## config.mk

```make
export PLATFORM = sky130hd
export DESIGN_NAME = weight_mem_loader_flat
export DESIGN_NICKNAME = d
export VERILOG_FILES = /design/src/rtl/weight_mem_loader_pkg.sv /design/src/rtl/weight_mem_loader_if.sv /design/src/rtl/weight_mem_loader_id_match.sv /design/src/rtl/weight_mem_loader.sv /design/src/flat_wrapper.sv
export SDC_FILE = /design/constraint.sdc
export NUM_CORES = 1
export LEC_CHECK = 0
export CORE_MARGIN = 3
export CORE_UTILIZATION = 37
export DETAILED_ROUTE_END_ITERATION = 10
export PLACE_DENSITY = 0.81
export SYNTH_ARGS = -nofsm -noshare
export SYNTH_HDL_FRONTEND = slang
export SYNTH_SLANG_ARGS = --single-unit
```

## constraint.sdc

```tcl
create_clock -name clk -period 2.8 [get_ports clk]
set_input_delay 0.56 -clock clk [delete_from_list [all_inputs] [get_ports clk]]
set_output_delay 0.56 -clock clk [all_outputs]
set_load 0.01 [all_outputs]
```

## src/rtl/weight_mem_loader_pkg.sv

```systemverilog
// Shared definitions for the weight/bias loaders: FSM encoding and config-bus width.
// Imported by the loader top, its ID comparator and the loader interface.
package weight_mem_loader_pkg;

    localparam int CFG_W = 32;

    typedef enum logic [1:0] {
        IDLE = 2'd0,
        LOAD = 2'd1,
        DONE = 2'd2
    } load_state_t;

endpackage

```

## src/rtl/weight_mem_loader_if.sv

```systemverilog
// Config-bus word stream in, BRAM write port and status out, as seen by one loader.
// The slave side is the loader; the master side is whoever sources the weights.
interface weight_mem_loader_if
    import weight_mem_loader_pkg::*;
#(
    parameter int addressWidth = 10,
    parameter int dataWidth    = 16
);
    logic                    weightValid;
    logic [CFG_W-1:0]        weightValue;
    logic [CFG_W-1:0]        config_layer_num;
    logic [CFG_W-1:0]        config_neuron_num;
    logic                    clear;
    logic                    wen;
    logic [addressWidth:0]   waddr;
    logic [dataWidth-1:0]    win;
    logic                    load_done;
    logic                    overflow;

    modport master (
        output weightValid, weightValue, config_layer_num, config_neuron_num, clear,
        input  wen, waddr, win, load_done, overflow
    );

    modport slave (
        input  weightValid, weightValue, config_layer_num, config_neuron_num, clear,
        output wen, waddr, win, load_done, overflow
    );

endinterface

```

## src/rtl/weight_mem_loader_id_match.sv

```systemverilog
// Combinational layer/neuron filter: hit when a valid word targets this neuron.
// Zero latency, no state; shared with the bias loader.
module weight_id_match
    import weight_mem_loader_pkg::*;
#(
    parameter int layerNo  = 1,
    parameter int neuronNo = 36
) (
    input  logic             valid_i,
    input  logic [CFG_W-1:0] layer_i,
    input  logic [CFG_W-1:0] neuron_i,
    output logic             hit_o
);

    assign hit_o = valid_i
                && (layer_i  == CFG_W'(layerNo))
                && (neuron_i == CFG_W'(neuronNo));

endmodule

```

## src/rtl/weight_mem_loader.sv

```systemverilog
// Filters config-bus weight words by ID and writes them to one neuron's BRAM at auto-incrementing addresses.
// Write issued one cycle after the hit; no backpressure, sustains one write per cycle.
module weight_mem_loader
    import weight_mem_loader_pkg::*;
#(
    parameter int layerNo      = 1,
    parameter int neuronNo     = 36,
    parameter int numWeight    = 784,
    parameter int addressWidth = 10,
    parameter int dataWidth    = 16
) (
    input logic               clk,
    input logic               rst_n,
    weight_mem_loader_if.slave bus
);

    localparam int CNT_W = addressWidth + 1;
    localparam logic [CNT_W-1:0] LAST_IDX = CNT_W'(numWeight - 1);

    logic hit;

    load_state_t          state_q, state_d;
    logic [CNT_W-1:0]     wcnt_q, wcnt_d;
    logic                 wen_q, wen_d;
    logic [CNT_W-1:0]     waddr_q, waddr_d;
    logic [dataWidth-1:0] win_q, win_d;
    logic                 ovf_q, ovf_d;

    weight_id_match #(
        .layerNo  (layerNo),
        .neuronNo (neuronNo)
    ) u_id_match (
        .valid_i  (bus.weightValid),
        .layer_i  (bus.config_layer_num),
        .neuron_i (bus.config_neuron_num),
        .hit_o    (hit)
    );

    always_ff @(posedge clk or negedge rst_n) begin
        if (!rst_n) begin
            state_q <= IDLE;
            wcnt_q  <= '0;
            wen_q   <= 1'b0;
            waddr_q <= '0;
            win_q   <= '0;
            ovf_q   <= 1'b0;
        end else begin
            state_q <= state_d;
            wcnt_q  <= wcnt_d;
            wen_q   <= wen_d;
            waddr_q <= waddr_d;
            win_q   <= win_d;
            ovf_q   <= ovf_d;
        end
    end

    always_comb begin
        state_d = state_q;
        wcnt_d  = wcnt_q;
        wen_d   = 1'b0;
        waddr_d = waddr_q;
        win_d   = win_q;
        ovf_d   = ovf_q;

        // clear outranks a coincident hit, so that word is dropped
        if (bus.clear) begin
            state_d = IDLE;
            wcnt_d  = '0;
            ovf_d   = 1'b0;
        end else begin
            unique case (state_q)
                IDLE: begin
                    if (hit) begin
                        wen_d   = 1'b1;
                        waddr_d = '0;
                        win_d   = bus.weightValue[dataWidth-1:0];
                        if (numWeight == 1) begin
                            state_d = DONE;
                            wcnt_d  = '0;
                        end else begin
                            state_d = LOAD;
                            wcnt_d  = CNT_W'(1);
                        end
                    end
                end
                LOAD: begin
                    if (hit) begin
                        wen_d   = 1'b1;
                        waddr_d = wcnt_q;
                        win_d   = bus.weightValue[dataWidth-1:0];
                        if (wcnt_q == LAST_IDX) begin
                            state_d = DONE;
                            wcnt_d  = '0;
                        end else begin
                            wcnt_d  = wcnt_q + CNT_W'(1);
                        end
                    end
                end
                DONE: begin
                    if (hit) begin
                        ovf_d = 1'b1;
                    end
                end
                default: begin
                    state_d = IDLE;
                    wcnt_d  = '0;
                end
            endcase
        end
    end

    assign bus.wen       = wen_q;
    assign bus.waddr     = waddr_q;
    assign bus.win       = win_q;
    assign bus.load_done = (state_q == DONE);
    assign bus.overflow  = ovf_q;

endmodule

```

## src/flat_wrapper.sv

```systemverilog
// flat-port wrapper written by rule: the top's interface ports become plain ports
module weight_mem_loader_flat import weight_mem_loader_pkg::*;
#(
    parameter int layerNo      = 1,
    parameter int neuronNo     = 36,
    parameter int numWeight    = 784,
    parameter int addressWidth = 10,
    parameter int dataWidth    = 16
)
  (clk, rst_n, bus_weightValid, bus_weightValue, bus_config_layer_num, bus_config_neuron_num, bus_clear, bus_wen, bus_waddr, bus_win, bus_load_done, bus_overflow);
  weight_mem_loader_if #(.addressWidth(addressWidth), .dataWidth(dataWidth)) bus_i ();
  input logic clk;
  input logic rst_n;
  input wire logic [$bits(bus_i.weightValid)-1:0] bus_weightValid;
  input wire logic [$bits(bus_i.weightValue)-1:0] bus_weightValue;
  input wire logic [$bits(bus_i.config_layer_num)-1:0] bus_config_layer_num;
  input wire logic [$bits(bus_i.config_neuron_num)-1:0] bus_config_neuron_num;
  input wire logic [$bits(bus_i.clear)-1:0] bus_clear;
  output wire logic [$bits(bus_i.wen)-1:0] bus_wen;
  output wire logic [$bits(bus_i.waddr)-1:0] bus_waddr;
  output wire logic [$bits(bus_i.win)-1:0] bus_win;
  output wire logic [$bits(bus_i.load_done)-1:0] bus_load_done;
  output wire logic [$bits(bus_i.overflow)-1:0] bus_overflow;
  assign bus_i.weightValid = bus_weightValid;
  assign bus_i.weightValue = bus_weightValue;
  assign bus_i.config_layer_num = bus_config_layer_num;
  assign bus_i.config_neuron_num = bus_config_neuron_num;
  assign bus_i.clear = bus_clear;
  assign bus_wen = bus_i.wen;
  assign bus_waddr = bus_i.waddr;
  assign bus_win = bus_i.win;
  assign bus_load_done = bus_i.load_done;
  assign bus_overflow = bus_i.overflow;
  weight_mem_loader #(.layerNo(layerNo), .neuronNo(neuronNo), .numWeight(numWeight), .addressWidth(addressWidth), .dataWidth(dataWidth)) u_core (.clk(clk), .rst_n(rst_n), .bus(bus_i));
endmodule
```

==> results of run 1 <==
## routing by layer
metal	vias to the layer above	wire length, um	share of wire, %
met3	8	227	4.1
met5	-	0	0
li1	943	-	-
met4	0	47	0.85
met1	895	2140	39
met2	40	3100	56
## stage by stage
step	total power, mW	setup slack (ns)	cells	hold WS, ns
CTS	1.23	0.337	380	0.424
finish	1.21	0.360	380	0.397
floorplan	0.631	0.475	190	0.264
global placement	0.762	0.0644	372	0.462
global route	1.27	0.209	380	0.463
detailed placement	0.765	0.0282	372	0.469
## power by group
part,internal [mW],switching (mW)
Combinational,0.109,0.0378
Clock,0.267,0.195
Sequential,0.606,0.0000000000000000189
## cells in the final DEF (no fill, tap or decap), types with 4 or more instances in the layout
cell | netlist | layout
nor2_1 | 6 | 6
nor3_1 | 6 | 6
o22a_1 | 6 | 6
buf_4 | 0 | 5
clkbuf_8 | 0 | 5
clkdlybuf4s50_1 | 0 | 112
o31ai_1 | 5 | 5
nand3_1 | 7 | 7
inv_1 | 4 | 4
nand2_1 | 26 | 26
dfrtp_1 | 42 | 42
o21ai_0 | 19 | 19
mux2_1 | 8 | 8
nor4_1 | 11 | 11
mux2_2 | 8 | 8
## cells by family after synthesis
kind of cell	Yosys count	synth area share, %
fa+ha+maj	1	0.611
simple gates	82	24.8
buf+inv	11	2.57
flops	42	51.3
compound gates	38	11.9
mux	16	8.80
## registers in the layout, indices dropped and copies added (netlist names)
register,cells
u_core.bus.overflow,1
u_core.bus.waddr,11
u_core.bus.wen,1
u_core.bus.win,16
u_core.state_q,2
u_core.wcnt_q,11
## path summary, 6_finish.rpt
| path | startpoint | end | slack (ns) | depth (start not counted) |
|---|---|---|---|---|
| worst max-delay path | bus_config_layer_num[19] | u_core.wcnt_q[9] | 0.36 | 6 |
| min in group clk | u_core.bus.waddr[1] | u_core.bus.waddr[1] | 0.48 | 2 |
| worst max register to register | u_core.wcnt_q[7] | u_core.wcnt_q[10] | 0.62 | 6 |
| worst min-delay path | rst_n | u_core.bus.win[10] | 0.40 | 1 |
| worst min register to register | u_core.bus.waddr[1] | u_core.bus.waddr[1] | 0.48 | 2 |
| max in group asynchronous | rst_n | u_core.wcnt_q[9] | 1.83 | 1 |
## worst max-delay path: stages
cell             delay, ns
clkdlybuf4s50_1       0.40
or4_4                 0.54
nor4_4                0.34
a21boi_2              0.12
or2_0                 0.29
a221o_1               0.37
## layout make-up
type	count	area, um^2	area share (%)
Clock buffer	7	76.3	2.25
Inverter	4	15.0	0.443
Clock inverter	1	30.0	0.886
Sequential cell	42	1050	31.0
Tap cell	70	87.6	2.58
Multi-Input combinational cell	137	945	27.9
Timing Repair Buffer	119	1180	34.9
==> run_results.csv, run 1 <==
group,metric,value,unit
run,drv_cap,0,
timing,slew_violations,0,
yosys,async_reset_ff_share,100,%
detailed_routing,drt-initial-drc-count,68,
setup_path,cp-end-kind,"flop",
floorplanning,start_util,39.1,%
yosys,synth-main-ff-cell,"dfrtp_1",
yosys,yosys-top-cells-count,"42 x dfrtp_1, 26 x nand2_1, 19 x o21ai_0",
global_routing,grt_pass1_wl,9070,um
pwr,p_per_area,358,nW/um^2
timing,relSlewSlack,38.6,%
detailed_routing,wl_per_cell,14.5,um
global_routing,use_met3,4.71,%
global_routing,grt_util_met2,33.4,%
layout,final.fill_count,440,
pwr,ir_drop,0.335,mV
detailed_routing,drc,0,
global_routing,grt_overflow_total,0,
timing,rsz0062_at_grt,"no",
timing,tns,0,ns
placed_design,place.gp.congestion,0.844,
yosys,synthCells,190,
yosys,seq_area_frac_synth,51.3,%
floorplanning,die_height,80.4,um
setup_path,cp.required,2.98,ns
clocking,cts_sinks,42,
yosys,syn-cell-area,2050,um^2
yosys,post-synth-top-area-fraction,51.3,%
clocking,cts_buffers,5,
layout,utilization,64.7,%
timing,max_freq,410,MHz
global_routing,track_usage,18.3,%
timing,fin_skew,0.00467,ns
clocking,cts_tree,"yes",
clocking,insertion_delay,0.29,ns
detailed_routing,finalWirelength,5520,um
floorplanning,dieWidth,80.4,um
yosys,synth_edf_count,0,
setup_path,path_max_fanout,4,
setup_path,critPathArrivalTime,2.62,ns
floorplanning,io_pins,130,
yosys,yosys_warnings,0,
clocking,clk_pin_slew,0.07,ns
yosys,yosys.area.top_type,"dfrtp_1",
detailed_routing,drtAntennaViolNets,0,
global_routing,met1_usage,21.3,%
clocking,cts_resized,0,
setup_path,critPathKind,"primary input to flop",
floorplanning,core,5240,um^2
floorplanning,die_area,6460,um^2
layout,layout.nets,410,
layout,final_area,3390,um^2
clocking,clock_path_buffers,2,
yosys,yosys-top-cells-area,"dfrtp_1 51%, nand2_1 4.8%, o21ai_0 4.6%",
yosys,ys_ff_latch,42,
layout,area_growth,65.4,%
global_routing,grt.busiest_layer,"met2",
detailed_routing,vias,1886,
setup_path,start_kind,"primary input",
clocking,h-tree-depth,2,
global_routing,grt_pass1_vias,1936,
floorplanning,rows,26,
clocking,postCtsHoldBufs,0,
placed_design,hpwl,4490,um
worst_hold_path,hp-class,"primary input to asynchronous set/reset pin",
yosys,synth_most_common_cell,"dfrtp_1",
pwr,power_leakage,1.42,nW
layout,layout-drive-gt1-share,10.3,%
global_routing,grt_max_degree,43,
yosys,synth_fp_nets,291,
detailed_routing,drt_first_pass_iters,4,
outcome,status,"finished clean",
yosys,avgSynthCellArea,10.8,um^2
clocking,cts_setup_buffers,0,
clocking,root_buffer,"clkbuf_8",
timing,period_minus_slack,2.44,ns
detailed_routing,viasPerCell,4.96,
yosys,ys_types,38,
placed_design,dpl_cell_area,3280,um^2
timing,setup_viol,0,
layout,diodes,0,
placed_design,portBuffers,113,
timing,tightest_slew,0.921,ns
timing,hold_violations,0,
timing,fin_crit_sh,87.2,%
global_routing,antenna_found_initial,0,
Power figures use the tool's default switching activity.
==> run 2, diff against run 1 <==
--- a/config.mk
+++ b/config.mk
@@ -5,10 +5,12 @@
 export SDC_FILE = /design/constraint.sdc
 export NUM_CORES = 1
 export LEC_CHECK = 0
+export CORE_ASPECT_RATIO = 0.7
 export CORE_MARGIN = 3
 export CORE_UTILIZATION = 37
 export DETAILED_ROUTE_END_ITERATION = 10
 export PLACE_DENSITY = 0.81
+export RECOVER_POWER = 50
 export SYNTH_ARGS = -nofsm -noshare
 export SYNTH_HDL_FRONTEND = slang
 export SYNTH_SLANG_ARGS = --single-unit
==> run_results.csv, run 2 (synthesized netlist as in run 1, its figures left out) <==
group,metric,value,unit
detailed_routing,finalWirelength,5610,um
setup_path,path_max_fanout,4,
floorplanning,rows,21,
layout,layout.cells.most_common,"clkdlybuf4s50_1",
layout,utilization,67.2,%
pwr,power_leakage,1.48,nW
setup_path,critPathArrivalTime,2.69,ns
placed_design,dp_cells,373,
timing,fin_crit_sh,89.9,%
clocking,cts_setup_buffers,0,
timing,rsz0062_at_grt,"no",
outcome,status,"finished, violations left",
global_routing,antenna_found_initial,0,
clocking,clock_path_buffers,2,
clocking,insertion_delay,0.29,ns
floorplanning,io_pins,130,
clocking,clk_pin_slew,0.08,ns
timing,max_freq,397,MHz
detailed_routing,drt-initial-drc-count,105,
pwr,power.total,1.16,mW
pwr,p_int,912,uW
clocking,postCtsHoldBufs,0,
pwr,clkPwrFrac,35.0,%
floorplanning,start_util,40.6,%
timing,period_minus_slack,2.52,ns
global_routing,grt_overflow_total,0,
setup_path,start_kind,"primary input",
placed_design,hpwl,4520,um
layout,largest_reg_flops,16,
detailed_routing,route.met3.wl,260,um
timing,slew_violations,43,
timing,worst_slack,0.284,ns
pwr,power_frac_comb,12.5,%
detailed_routing,drt_first_pass_iters,4,
pwr,switchingPower,243,uW
detailed_routing,viasPerCell,4.96,
clocking,cts_sinks,42,
global_routing,grt_max_degree,43,
clocking,cts_tree,"yes",
floorplanning,die_height,68.3,um
pwr,p_per_area,341,nW/um^2
floorplanning,dieWidth,94.9,um
clocking,root_buffer,"clkbuf_8",
setup_path,reg2reg_depth,7,
setup_path,cp-end-kind,"flop",
worst_hold_path,whs_path_depth,2,
outcome,violations,"capacitance limit, slew limit",
layout,area_growth,65.5,%
detailed_routing,wl_per_cell,14.7,um
run,drv_cap,1,
floorplanning,die_area,6480,um^2
layout,layout.nets,412,
global_routing,grt_pass1_vias,1846,
pwr,ir_drop,0.232,mV
detailed_routing,vias,1890,
clocking,h-tree-depth,2,
detailed_routing,met2_length,2820,um
layout,diodes,0,
detailed_routing,m1WireLength,2460,um
timing,tightest_slew,2.14,ns
detailed_routing,drtAntennaViolNets,0,
detailed_routing,top_layer,"met4",
timing,hold_violations,0,
layout,final.fill_count,424,
global_routing,grt_pass1_wl,9030,um
layout,layout_common_cells,"97 x clkdlybuf4s50_1, 42 x dfrtp_1, 26 x nand2_1, 19 x o21ai_0, 15 x dlygate4sd3_1",
global_routing,track_usage,18.3,%
timing,relSlewSlack,-42.8,%
pwr,sw_frac_of_total,21.0,%
placed_design,place.gp.congestion,0.821,
worst_hold_path,hp-class,"flop to flop",
clocking,cts_resized,0,
clocking,cts_buffers,5,
floorplanning,core,5040,um^2
placed_design,dp_slack,-0.0186,ns
setup_path,cp.required,2.97,ns
layout,fin_cells,381,
layout,layout-drive-gt1-share,11.2,%
detailed_routing,drc,0,
placed_design,portBuffers,113,
setup_path,critPathKind,"primary input to flop",
timing,setup_viol,0,
pwr,power_frac_seq,52.5,%
timing,fin_skew,0.00868,ns
==> run 2: cell count changes in the layout (fill, tap and decap cells not counted), sizes merged <==
cell / change
buf: +1
bufinv: -1
clkdlybuf4s50: -15
clkinv: +1
clkinvlp: +1
dlygate4sd3: +15
==> run 2: final timing paths <==
kind | slack [ns] | end | start
hold reg to reg | 0.47 | u_core.bus.waddr[2] | u_core.bus.waddr[2]
min in group asynchronous | 0.89 | u_core.bus.waddr[7] | rst_n
hold / removal | 0.47 | u_core.bus.waddr[2] | u_core.bus.waddr[2]
max in group asynchronous | 0.69 | u_core.wcnt_q[5] | rst_n
setup reg to reg | 0.50 | u_core.wcnt_q[10] | u_core.wcnt_q[7]
setup / recovery | 0.28 | u_core.wcnt_q[9] | bus_config_layer_num[19]
==> run 2: final cells by class <==
type                            instances  area, um^2  share of cell area, %
Clock buffer                            6        82.6                   2.44
Clock inverter                          2        12.5                  0.369
Inverter                                4        15.0                  0.443
Multi-Input combinational cell        137         945                   27.9
Sequential cell                        42        1050                   31.0
Tap cell                               69        86.3                   2.55
Timing Repair Buffer                  121        1200                   35.3
==> run 2: worst max-delay path: stages <==
cell and delay (ns):
clkdlybuf4s50_1 0.40, or4_4 0.54, nor4_4 0.37, a21boi_2 0.11, or2_0 0.32, a221o_1 0.39
==> run 2: through the flow <==
| step | setup TNS (ns) | area [um^2] | hold WS, ns |
|---|---|---|---|
| final | 0 | 3390 | 0.475 |
| after global routing | 0 | 3390 | 0.501 |
| after CTS | 0 | 3390 | 0.426 |
| after detailed placement | -0.0217 | 3300 | 0.469 |
| after global placement | 0 | 3300 | 0.460 |
| after floorplan | 0 | 2050 | 0.264 |
==> run 2: power groups by stage <==
| stage | registers (mW) | logic (mW) | clock network [mW] |
|---|---|---|---|
| floorplan | 0.618 | 0.0123 | 0 |
| detailed placement | 0.618 | 0.147 | 0 |
| global placement | 0.618 | 0.144 | 0 |
| CTS | 0.606 | 0.147 | 0.415 |
| global route | 0.606 | 0.156 | 0.443 |
| finish | 0.606 | 0.145 | 0.404 |
==> run 2: per-layer routing <==
metal / global-route usage (%) / vias up
met5: 0 / -
met4: 5.04 / 0
met3: 4.18 / 8
met2: 30.0 / 45
met1: 24.5 / 890
li1: - / 947
==> run 3, diff against run 2 <==
--- a/config.mk
+++ b/config.mk
@@ -7,9 +7,9 @@
 export LEC_CHECK = 0
 export CORE_ASPECT_RATIO = 0.7
 export CORE_MARGIN = 3
-export CORE_UTILIZATION = 37
+export CORE_UTILIZATION = 39
 export DETAILED_ROUTE_END_ITERATION = 10
-export PLACE_DENSITY = 0.81
+export PLACE_DENSITY = 0.85
 export RECOVER_POWER = 50
 export SYNTH_ARGS = -nofsm -noshare
 export SYNTH_HDL_FRONTEND = slang
==> constraint.sdc (replaced) <==
create_clock -name clk -period 3.05 [get_ports clk]
set_input_delay 0.61 -clock clk [delete_from_list [all_inputs] [get_ports clk]]
set_output_delay 0.61 -clock clk [all_outputs]
set_load 0.01 [all_outputs]
==> run_results.csv, run 3 (synthesized netlist as in run 1, its figures left out) <==
group,metric,value,unit
setup_path,path_max_fanout,6,
pwr,power_leakage,1.47,nW
outcome,status,"finished, violations left",
layout,layout_common_cells,"97 x clkdlybuf4s50_1, 42 x dfrtp_1, 26 x nand2_1, 19 x o21ai_0, 15 x dlygate4sd3_1",
layout,largest_reg_flops,16,
timing,rsz0062_at_grt,"no",
setup_path,critPathArrivalTime,2.76,ns
run,drv_cap,1,
floorplanning,die_height,66.6,um
layout,layout.cells.most_common,"clkdlybuf4s50_1",
timing,hold_violations,0,
pwr,p_int,901,uW
setup_path,cp.required,3.27,ns
layout,area_growth,65.1,%
timing,fin_skew,0.00443,ns
placed_design,dp_slack,0.173,ns
setup_path,cp-end-kind,"flop",
layout,final_area,3380,um^2
clocking,postCtsHoldBufs,0,
detailed_routing,drtAntennaViolNets,0,
pwr,power.total,1.12,mW
timing,tns,0,ns
outcome,violations,"capacitance limit, slew limit",
clocking,cts_tree,"yes",
layout,fin_cells,380,
floorplanning,die_area,6170,um^2
placed_design,dp_cells,372,
timing,period_minus_slack,2.54,ns
pwr,power_frac_seq,49.7,%
global_routing,grt_pass1_vias,1866,
pwr,power_frac_comb,12.0,%
global_routing,grt_pass1_wl,9030,um
placed_design,dpl_cell_area,3280,um^2
placed_design,place.gp.congestion,0.781,
global_routing,antenna_found_initial,0,
setup_path,r2r_slack,0.78,ns
floorplanning,dieWidth,92.6,um
placed_design,portBuffers,113,
timing,hold_ws,0.484,ns
global_routing,grt_max_degree,43,
worst_hold_path,hp-class,"flop to flop",
timing,fin_crit_sh,83.2,%
detailed_routing,vias,1907,
detailed_routing,drt_first_pass_iters,4,
layout,utilization,68.8,%
clocking,insertion_delay,0.29,ns
floorplanning,io_pins,130,
setup_path,start_kind,"primary input",
clocking,cts_setup_buffers,0,
detailed_routing,viasPerCell,5.02,
floorplanning,rows,21,
layout,diodes,0,
clocking,clock_path_buffers,2,
clocking,clk_pin_slew,0.08,ns
pwr,p_per_area,331,nW/um^2
pwr,ir_drop,0.234,mV
detailed_routing,finalWirelength,5670,um
placed_design,hpwl,4530,um
pwr,sw_frac_of_total,19.5,%
global_routing,grt_overflow_total,0,
timing,slew_violations,43,
setup_path,critPathKind,"primary input to flop",
floorplanning,start_util,41.7,%
timing,max_freq,394,MHz
clocking,h-tree-depth,2,
pwr,switchingPower,218,uW
timing,tightest_slew,2.16,ns
pwr,clkPwrFrac,38.3,%
detailed_routing,drt-initial-drc-count,80,
clocking,cts_buffers,5,
clocking,cts_sinks,42,
floorplanning,core,4910,um^2
clocking,root_buffer,"clkbuf_8",
detailed_routing,drc,0,
worst_hold_path,whs_path_depth,2,
layout,layout-drive-gt1-share,10.3,%
detailed_routing,wl_per_cell,14.9,um
timing,worst_slack,0.512,ns
timing,relSlewSlack,-43.8,%
clocking,cts_resized,0,
global_routing,track_usage,18.6,%
layout,layout.nets,411,
setup_path,reg2reg_depth,6,
timing,setup_viol,0,
## run 3: routing by layer
layer  track usage (%)  part of all wire [%]
met1              25.4                    44
met2              31.4                    50
met3              3.61                   4.8
met4              3.11                  0.85
met5                 0                     0
## run 3: cell type report
cell class	count	area, um^2
inverter	4	15.0
tap	69	86.3
clock inverter	1	30.0
sequential	42	1050
multi-input combinational	137	945
timing repair buffer	120	1180
fill	396	1530
clock buffer	7	76.3
## run 3: worst paths after layout
kind | start | end
max | bus_config_layer_num[19] | u_core.wcnt_q[10]
min | u_core.bus.waddr[9] | u_core.bus.waddr[9]
max reg2reg | u_core.wcnt_q[7] | u_core.wcnt_q[10]
min reg2reg | u_core.bus.waddr[9] | u_core.bus.waddr[9]
max in group asynchronous | rst_n | u_core.bus.waddr[9]
min in group asynchronous | rst_n | u_core.bus.wen
## run 3: power by group through the flow
stage	sequential [mW]	combinational, mW	clock [mW]
2_1_floorplan	0.568	0.0113	0
3_3_place_gp	0.567	0.132	0
3_5_place_dp	0.567	0.136	0
4_1_cts	0.556	0.136	0.438
5_1_grt	0.556	0.145	0.459
6_report	0.556	0.135	0.428
## run 3: critical path, stage by stage
cell and delay (ns):
clkdlybuf4s50_1 0.40, or4_4 0.54, nor4_4 0.35, nand2_2 0.18
or4_1 0.55, o21ai_1 0.14
